## config.mk

```make
export PLATFORM = sky130hd
export DESIGN_NAME = anita4_scalers
export DESIGN_NICKNAME = d
export VERILOG_FILES = /design/src/rtl/anita4_scalers.sv
export SDC_FILE = /design/constraint.sdc
export NUM_CORES = 2
export LEC_CHECK = 0
export CORE_ASPECT_RATIO = 1.75
export CORE_MARGIN = 5
export CORE_UTILIZATION = 60
export DETAILED_ROUTE_END_ITERATION = 10
export GPL_TIMING_DRIVEN = 1
export PLACE_DENSITY = 0.77
export SLEW_MARGIN = 5
export SYNTH_ARGS = -nofsm -noshare
export SYNTH_HDL_FRONTEND = slang
export SYNTH_SLANG_ARGS = --single-unit
```

## constraint.sdc

```tcl
create_clock -name clk33_i -period 4.99 [get_ports clk33_i]
set_clock_uncertainty 0.2 [all_clocks]
set_input_delay 0.998 -clock clk33_i [delete_from_list [all_inputs] [get_ports clk33_i]]
set_output_delay 0.998 -clock clk33_i [all_outputs]
set_load 0.02 [all_outputs]
```

## src/rtl/anita4_scalers.sv

```systemverilog
// anita4_scalers
//   Trigger-rate scaler bank. Counts rising edges on NUM_CHAN trigger lines
//   over each PPS interval, with saturating per-channel counters and an
//   overflow flag. It also accumulates gated deadtime and keeps a PPS
//   snapshot sequence number. Every held value is read through one
//   registered readout mux.
//
// Ports
//   clk33_i      : 33 MHz system clock, rising edge
//   rst_n_i      : synchronous active-low reset
//   trig_i       : asynchronous trigger lines (level)
//   gate_i       : deadtime gate, high suppresses counting
//   pps_i        : PPS level, a rising edge closes the interval
//   sec_i        : seconds count, passed through to the readout
//   c3po_i       : 250 MHz clock count, passed through to the readout
//   scal_addr_i  : readout address
//   scal_dat_o   : registered readout data (1-cycle latency)
//
// Readout map
//   addr <  NUM_CHAN   : {hold_ovf, zero pad, hold[CNT_WIDTH-1:0]}
//   addr == NUM_CHAN   : held deadtime
//   addr == NUM_CHAN+1 : c3po_i
//   addr == NUM_CHAN+2 : {sec_i, seq}
//   other addresses    : 0
module anita4_scalers #(
  parameter int unsigned NUM_CHAN   = 32,
  parameter int unsigned CNT_WIDTH  = 16,
  parameter int unsigned ADDR_WIDTH = 7
) (
  input  logic                  clk33_i,
  input  logic                  rst_n_i,
  input  logic [NUM_CHAN-1:0]   trig_i,
  input  logic                  gate_i,
  input  logic                  pps_i,
  input  logic [15:0]           sec_i,
  input  logic [31:0]           c3po_i,
  input  logic [ADDR_WIDTH-1:0] scal_addr_i,
  output logic [31:0]           scal_dat_o
);

  // Input sampling stages
  logic [NUM_CHAN-1:0]  r1_q, r2_q;
  logic                 p1_q, p2_q;
  logic                 g1_q;

  // Counting state and PPS snapshots
  logic [CNT_WIDTH-1:0] cnt_q  [NUM_CHAN];
  logic [CNT_WIDTH-1:0] cnt_d  [NUM_CHAN];
  logic [CNT_WIDTH-1:0] hold_q [NUM_CHAN];
  logic [CNT_WIDTH-1:0] hold_d [NUM_CHAN];
  logic [NUM_CHAN-1:0]  ovf_q, ovf_d;
  logic [NUM_CHAN-1:0]  hold_ovf_q, hold_ovf_d;
  logic [31:0]          dead_q, dead_d;
  logic [31:0]          dead_hold_q, dead_hold_d;
  logic [15:0]          seq_q, seq_d;
  logic [31:0]          dat_q, dat_d;

  logic [NUM_CHAN-1:0]  trig_edge;
  logic [NUM_CHAN-1:0]  count_en;
  logic                 pps_edge;
  logic [31:0]          addr_ext;

  assign trig_edge  = r1_q & ~r2_q;
  // A gated edge is dropped outright: it is never carried into a later cycle.
  assign count_en   = trig_edge & ~{NUM_CHAN{g1_q}};
  assign pps_edge   = p1_q & ~p2_q;
  assign addr_ext   = 32'(scal_addr_i);
  assign scal_dat_o = dat_q;

  // Per-channel counters. An edge that coincides with the PPS edge seeds the
  // new interval instead of being added to the value being held.
  always_comb begin
    ovf_d      = ovf_q;
    hold_ovf_d = hold_ovf_q;
    for (int unsigned j = 0; j < NUM_CHAN; j++) begin
      cnt_d[j]  = cnt_q[j];
      hold_d[j] = hold_q[j];
      if (pps_edge) begin
        hold_d[j]     = cnt_q[j];
        hold_ovf_d[j] = ovf_q[j];
        cnt_d[j]      = count_en[j] ? CNT_WIDTH'(1) : '0;
        ovf_d[j]      = 1'b0;
      end else if (count_en[j]) begin
        if (&cnt_q[j]) begin
          ovf_d[j] = 1'b1;
        end else begin
          cnt_d[j] = cnt_q[j] + CNT_WIDTH'(1);
        end
      end
    end
  end

  // Deadtime accumulator and snapshot sequence number
  always_comb begin
    dead_d      = dead_q;
    dead_hold_d = dead_hold_q;
    seq_d       = seq_q;
    if (pps_edge) begin
      dead_hold_d = dead_q;
      dead_d      = {31'b0, g1_q};
      seq_d       = seq_q + 16'd1;
    end else if (g1_q && (dead_q != '1)) begin
      dead_d = dead_q + 32'd1;
    end
  end

  // Readout mux. Channel words put the count in the low bits and the
  // overflow flag in bit 31, so a plain slice assignment avoids a
  // zero-width pad when CNT_WIDTH is 31.
  always_comb begin
    dat_d = '0;
    for (int unsigned j = 0; j < NUM_CHAN; j++) begin
      if (addr_ext == j) begin
        dat_d[CNT_WIDTH-1:0] = hold_q[j];
        dat_d[31]            = hold_ovf_q[j];
      end
    end
    if (addr_ext == NUM_CHAN) begin
      dat_d = dead_hold_q;
    end else if (addr_ext == NUM_CHAN + 1) begin
      dat_d = c3po_i;
    end else if (addr_ext == NUM_CHAN + 2) begin
      dat_d = {sec_i, seq_q};
    end
  end

  always_ff @(posedge clk33_i) begin
    if (!rst_n_i) begin
      r1_q        <= '0;
      r2_q        <= '0;
      p1_q        <= 1'b0;
      p2_q        <= 1'b0;
      g1_q        <= 1'b0;
      ovf_q       <= '0;
      hold_ovf_q  <= '0;
      dead_q      <= '0;
      dead_hold_q <= '0;
      seq_q       <= '0;
      dat_q       <= '0;
      for (int unsigned j = 0; j < NUM_CHAN; j++) begin
        cnt_q[j]  <= '0;
        hold_q[j] <= '0;
      end
    end else begin
      r1_q        <= trig_i;
      r2_q        <= r1_q;
      p1_q        <= pps_i;
      p2_q        <= p1_q;
      g1_q        <= gate_i;
      ovf_q       <= ovf_d;
      hold_ovf_q  <= hold_ovf_d;
      dead_q      <= dead_d;
      dead_hold_q <= dead_hold_d;
      seq_q       <= seq_d;
      dat_q       <= dat_d;
      for (int unsigned j = 0; j < NUM_CHAN; j++) begin
        cnt_q[j]  <= cnt_d[j];
        hold_q[j] <= hold_d[j];
      end
    end
  end

endmodule

```

==> impl_results.md <==
* Final Critical Period at 3780 ps
* Top_reg_cell synth: dfxtp_1
* # nets final at 6896
* Clk_lat worst skew at 740 ps
* Hold Crit Class: flop to flop
* Asr flop ratio synth at 0%
* Slew Limit Fails at 0
* Fillers at 7716
* Max stage delay on crit path at 690 ps
* Critical Path Slowest Stage Cell: clkdlybuf4s50_1
* Setup TNS at 0 ps
* Max_slew headroom at 15.8%
* Synth Instances at 6823
* Number of max-cap violations at 0
* Routed WL per cell at 23.5 um
* CTS tree: yes
* Sequential cell fraction of total power at 50.6%
* Synth warn at 0
* First-pass GRT wire length at 283 mm
* Die W at 239 um
* Drt drc at 0
* Core Util, Final at 67.1%
* Share of cells above drive strength 1 at 5.83%
* Worst EP required at 5440 ps
* Total GRT Usage at 37.3%
* Post-synth EDFFs at 0
* Worst Path Max Fanout at 14
* Layout area overhead at 10.8%
* Dpl cells at 7844
* Drt first pass iters at 6
* Clk sinks at 1267
* Peak VDD IR at 0.396 mV
* Ports at 123
* Rows at 146
* Gp weighted congestion at 1.08
* Non-Filler Instances at 8045
* Post-synth top area cell: dfxtp_1
* Postcts setup bufs at 0
* Critical path buffer and inverter count at 2
* Clk pwr share at 43.9%
* PostCTS Resize Cnt at 0
* Chip height at 410 um
* Switching power at 0.00483 W
* H-tree levels at 3
* Crit path capture type: flop
* Num CTS Buffers at 109
* Core ar. at 90600 um2
* Multi-input logic area at 27700 um2
* Number of global-route vias before repair at 47204
* Unrepaired setup endpoints after global routing: false
* CP most frequent cell: a21oi_1
* Synth top area share at 46.3%
* Syn_area_per_cell at 8.04 um2
* CP cell instances: clkdlybuf4s50_1 -> buf_4 -> or4_4 -> nor2_2 -> a21oi_1 -> o21ai_0 -> o21ai_1 -> a211o_1 -> a21oi_1
* Post-synthesis register bit count at 1267
* CTS root buf: clkbuf_16
* Syn Std Cell Area at 54800 um2
* Part of the cycle the worst path needs at 75.8%
* Outcome: complete, no violations
* Critical path type: input port to flop
* PwrDens at 333 nW/um2
* Detail Placement HPWL at 137 mm
* Largest net degree at the start of global routing at 195
* Iteration-0 DRC Markers at 3815
* Final ANT Viol Nets at 0
* Arrival time of the worst setup path at 4230 ps
* Post-CTS Hold Fix Bufs at 0
* Cell variety after synth at 95
* Storage element area at 25400 um2
* Total Routed Length at 189 mm
* Initial antenna violation count at 1
* Via Count at 48969
* Die area at 97800 um2
* Setup crit start kind: input port
* Pint at 0.0154 W
* Initial Util at 60.5%
* Via density at 6.09
* Net Count, Synth at 6948
* Delay-heaviest family, CP: compound AO/OA/AOI/OAI gates
* Final hold vios at 0
* Worst-Margin Slew at 1260 ps
* Switching part of the total power at 23.9%
* Combinational Power Share at 5.5%
* GR Overflow Total at 0
* Clock transition at path regs at 80 ps
* Top post-synthesis cells by area: dfxtp_1 (46%), nand2_1 (10%), a21oi_1 (7.1%)
* Max Freq at 0.264 GHz
* Longest Clk Path Bufs at 3
* Seq/Total Area, Yosys at 46.3%
* Final setup fails at 0
* Leak Pwr at 20.2 nW
* Port Buffers at 122
==> sequential cells by signal, summed over array words and instances (netlist names) <==
register     cells
r2_q            32
r1_q            32
hold_ovf_q      32
p2_q             1
cnt_q          512
hold_q         512
dead_hold_q     32
p1_q             1
seq_q           16
g1_q             1
dead_q          32
ovf_q           32
scal_dat_o      32
==> worst paths after layout <==
kind	cells past startpoint	slack [ps]	from	to
worst min-delay path	1	240	r1_q[4]$_SDFF_PN0_	r2_q[4]$_SDFF_PN0_
worst max-delay path	9	1210	scal_addr_i[3]	scal_dat_o[8]$_SDFF_PN0_
worst min register to register	1	240	r1_q[4]$_SDFF_PN0_	r2_q[4]$_SDFF_PN0_
worst max register to register	7	1910	g1_q$_SDFF_PN0_	cnt_q[1][175]$_SDFFE_PP0P_
==> per-layer routing <==
| layer | GRT usage (%) | share of wire [%] | vias to the layer above |
|---|---|---|---|
| li1 | - | - | 23173 |
| met1 | 40.2 | 36 | 23652 |
| met2 | 64.1 | 49 | 1602 |
| met3 | 5.65 | 5.5 | 542 |
| met4 | 30.7 | 10 | 0 |
| met5 | 0 | 0 | - |
==> through the flow <==
step / hold WS [ps] / worst slack [ps] / instance area, um2 / total power [W]
global route: 270 / 1230 / 60800 / 0.0208
floorplan: 219 / 1940 / 54800 / 0.0111
finish: 244 / 1210 / 60800 / 0.0202
CTS: 250 / 1320 / 60800 / 0.0203
global placement: 228 / 595 / 57000 / 0.0115
detailed placement: 232 / 574 / 57000 / 0.0116
==> power groups by stage <==
stage / combinational (W) / sequential, W / clock [W]
6_report: 0.00111 / 0.0102 / 0.00889
4_1_cts: 0.00109 / 0.0102 / 0.00900
3_5_place_dp: 0.00109 / 0.0105 / 0
3_3_place_gp: 0.00108 / 0.0105 / 0
5_1_grt: 0.00117 / 0.0102 / 0.00942
2_1_floorplan: 0.000656 / 0.0104 / 0
==> cells in the final DEF, fill, tap and decap left out, types with 29 or more instances in the layout <==
master | netlist | routed
a21oi_1 | 775 | 775
a22oi_1 | 34 | 34
a31oi_1 | 37 | 37
and2_1 | 102 | 102
and3_1 | 55 | 55
and4_1 | 40 | 40
buf_4 | 4 | 93
clkbuf_16 | 0 | 110
clkdlybuf4s50_1 | 0 | 118
dfxtp_1 | 1267 | 1266
ha_1 | 34 | 34
inv_1 | 76 | 76
mux2_2 | 37 | 37
mux2i_1 | 106 | 106
nand2_1 | 1484 | 1483
nand3_1 | 257 | 257
nand4_1 | 137 | 137
nor2_1 | 764 | 763
nor3_1 | 94 | 94
nor4_1 | 29 | 29
o21ai_0 | 167 | 167
o22ai_1 | 46 | 46
or3_1 | 70 | 70
xnor2_1 | 153 | 153
xor2_1 | 268 | 268
==> worst reg2reg max path, cell delays in order, from the launching register on <==
cell and delay (ps):
dfxtp_2 480, buf_12 300, nor3b_1 920, and4_1 430
nand2_1 170, nor4_1 280, xnor2_1 160, nor2_1 50
==> final cells by class <==
| class | instances | area share, % |
|---|---|---|
| antenna | 2 | 0.00823 |
| clock buffer | 158 | 5.24 |
| clock inverter | 41 | 0.943 |
| inverter | 78 | 0.494 |
| multi-input combinational | 5087 | 45.5 |
| sequential | 1267 | 41.7 |
| tap | 1184 | 2.44 |
| timing repair buffer | 228 | 3.62 |
==> synth_stat cells (all sizes together), types with 10 or more instances <==
library cell	n
a22oi	34
o22ai	46
nor4	36
nand2b	22
a221oi	15
or3	70
o32ai	14
a31oi	37
a21o	11
a21oi	775
and2	103
a211oi	27
nand2	1486
clkbuf	318
nor2	769
xor2	268
nor3	98
or3b	10
buf	73
nor3b	21
xnor2	153
o21ai	183
inv	77
and4	40
mux4	17
nand4	137
mux2	37
mux2i	106
ha	34
o221ai	28
nand3	257
a32oi	12
o211ai	17
nor2b	28
and3	55
dfxtp	1267
==> cells by family (layout without fill, tap and decap cells) <==
kind of cell / after synthesis / count (layout) / synth area share (%)
compound gates: 1299 / 1299 / 13.7
xor+xnor: 421 / 421 / 6.72
fa+ha+maj: 34 / 34 / 0.776
buf+inv: 469 / 505 / 3.35
flops: 1267 / 1267 / 46.3
mux: 160 / 160 / 3.39
other cells: 0 / 2 / 0
simple gates: 3173 / 3173 / 25.8
Note: power is estimated with default switching activity, not from simulation.
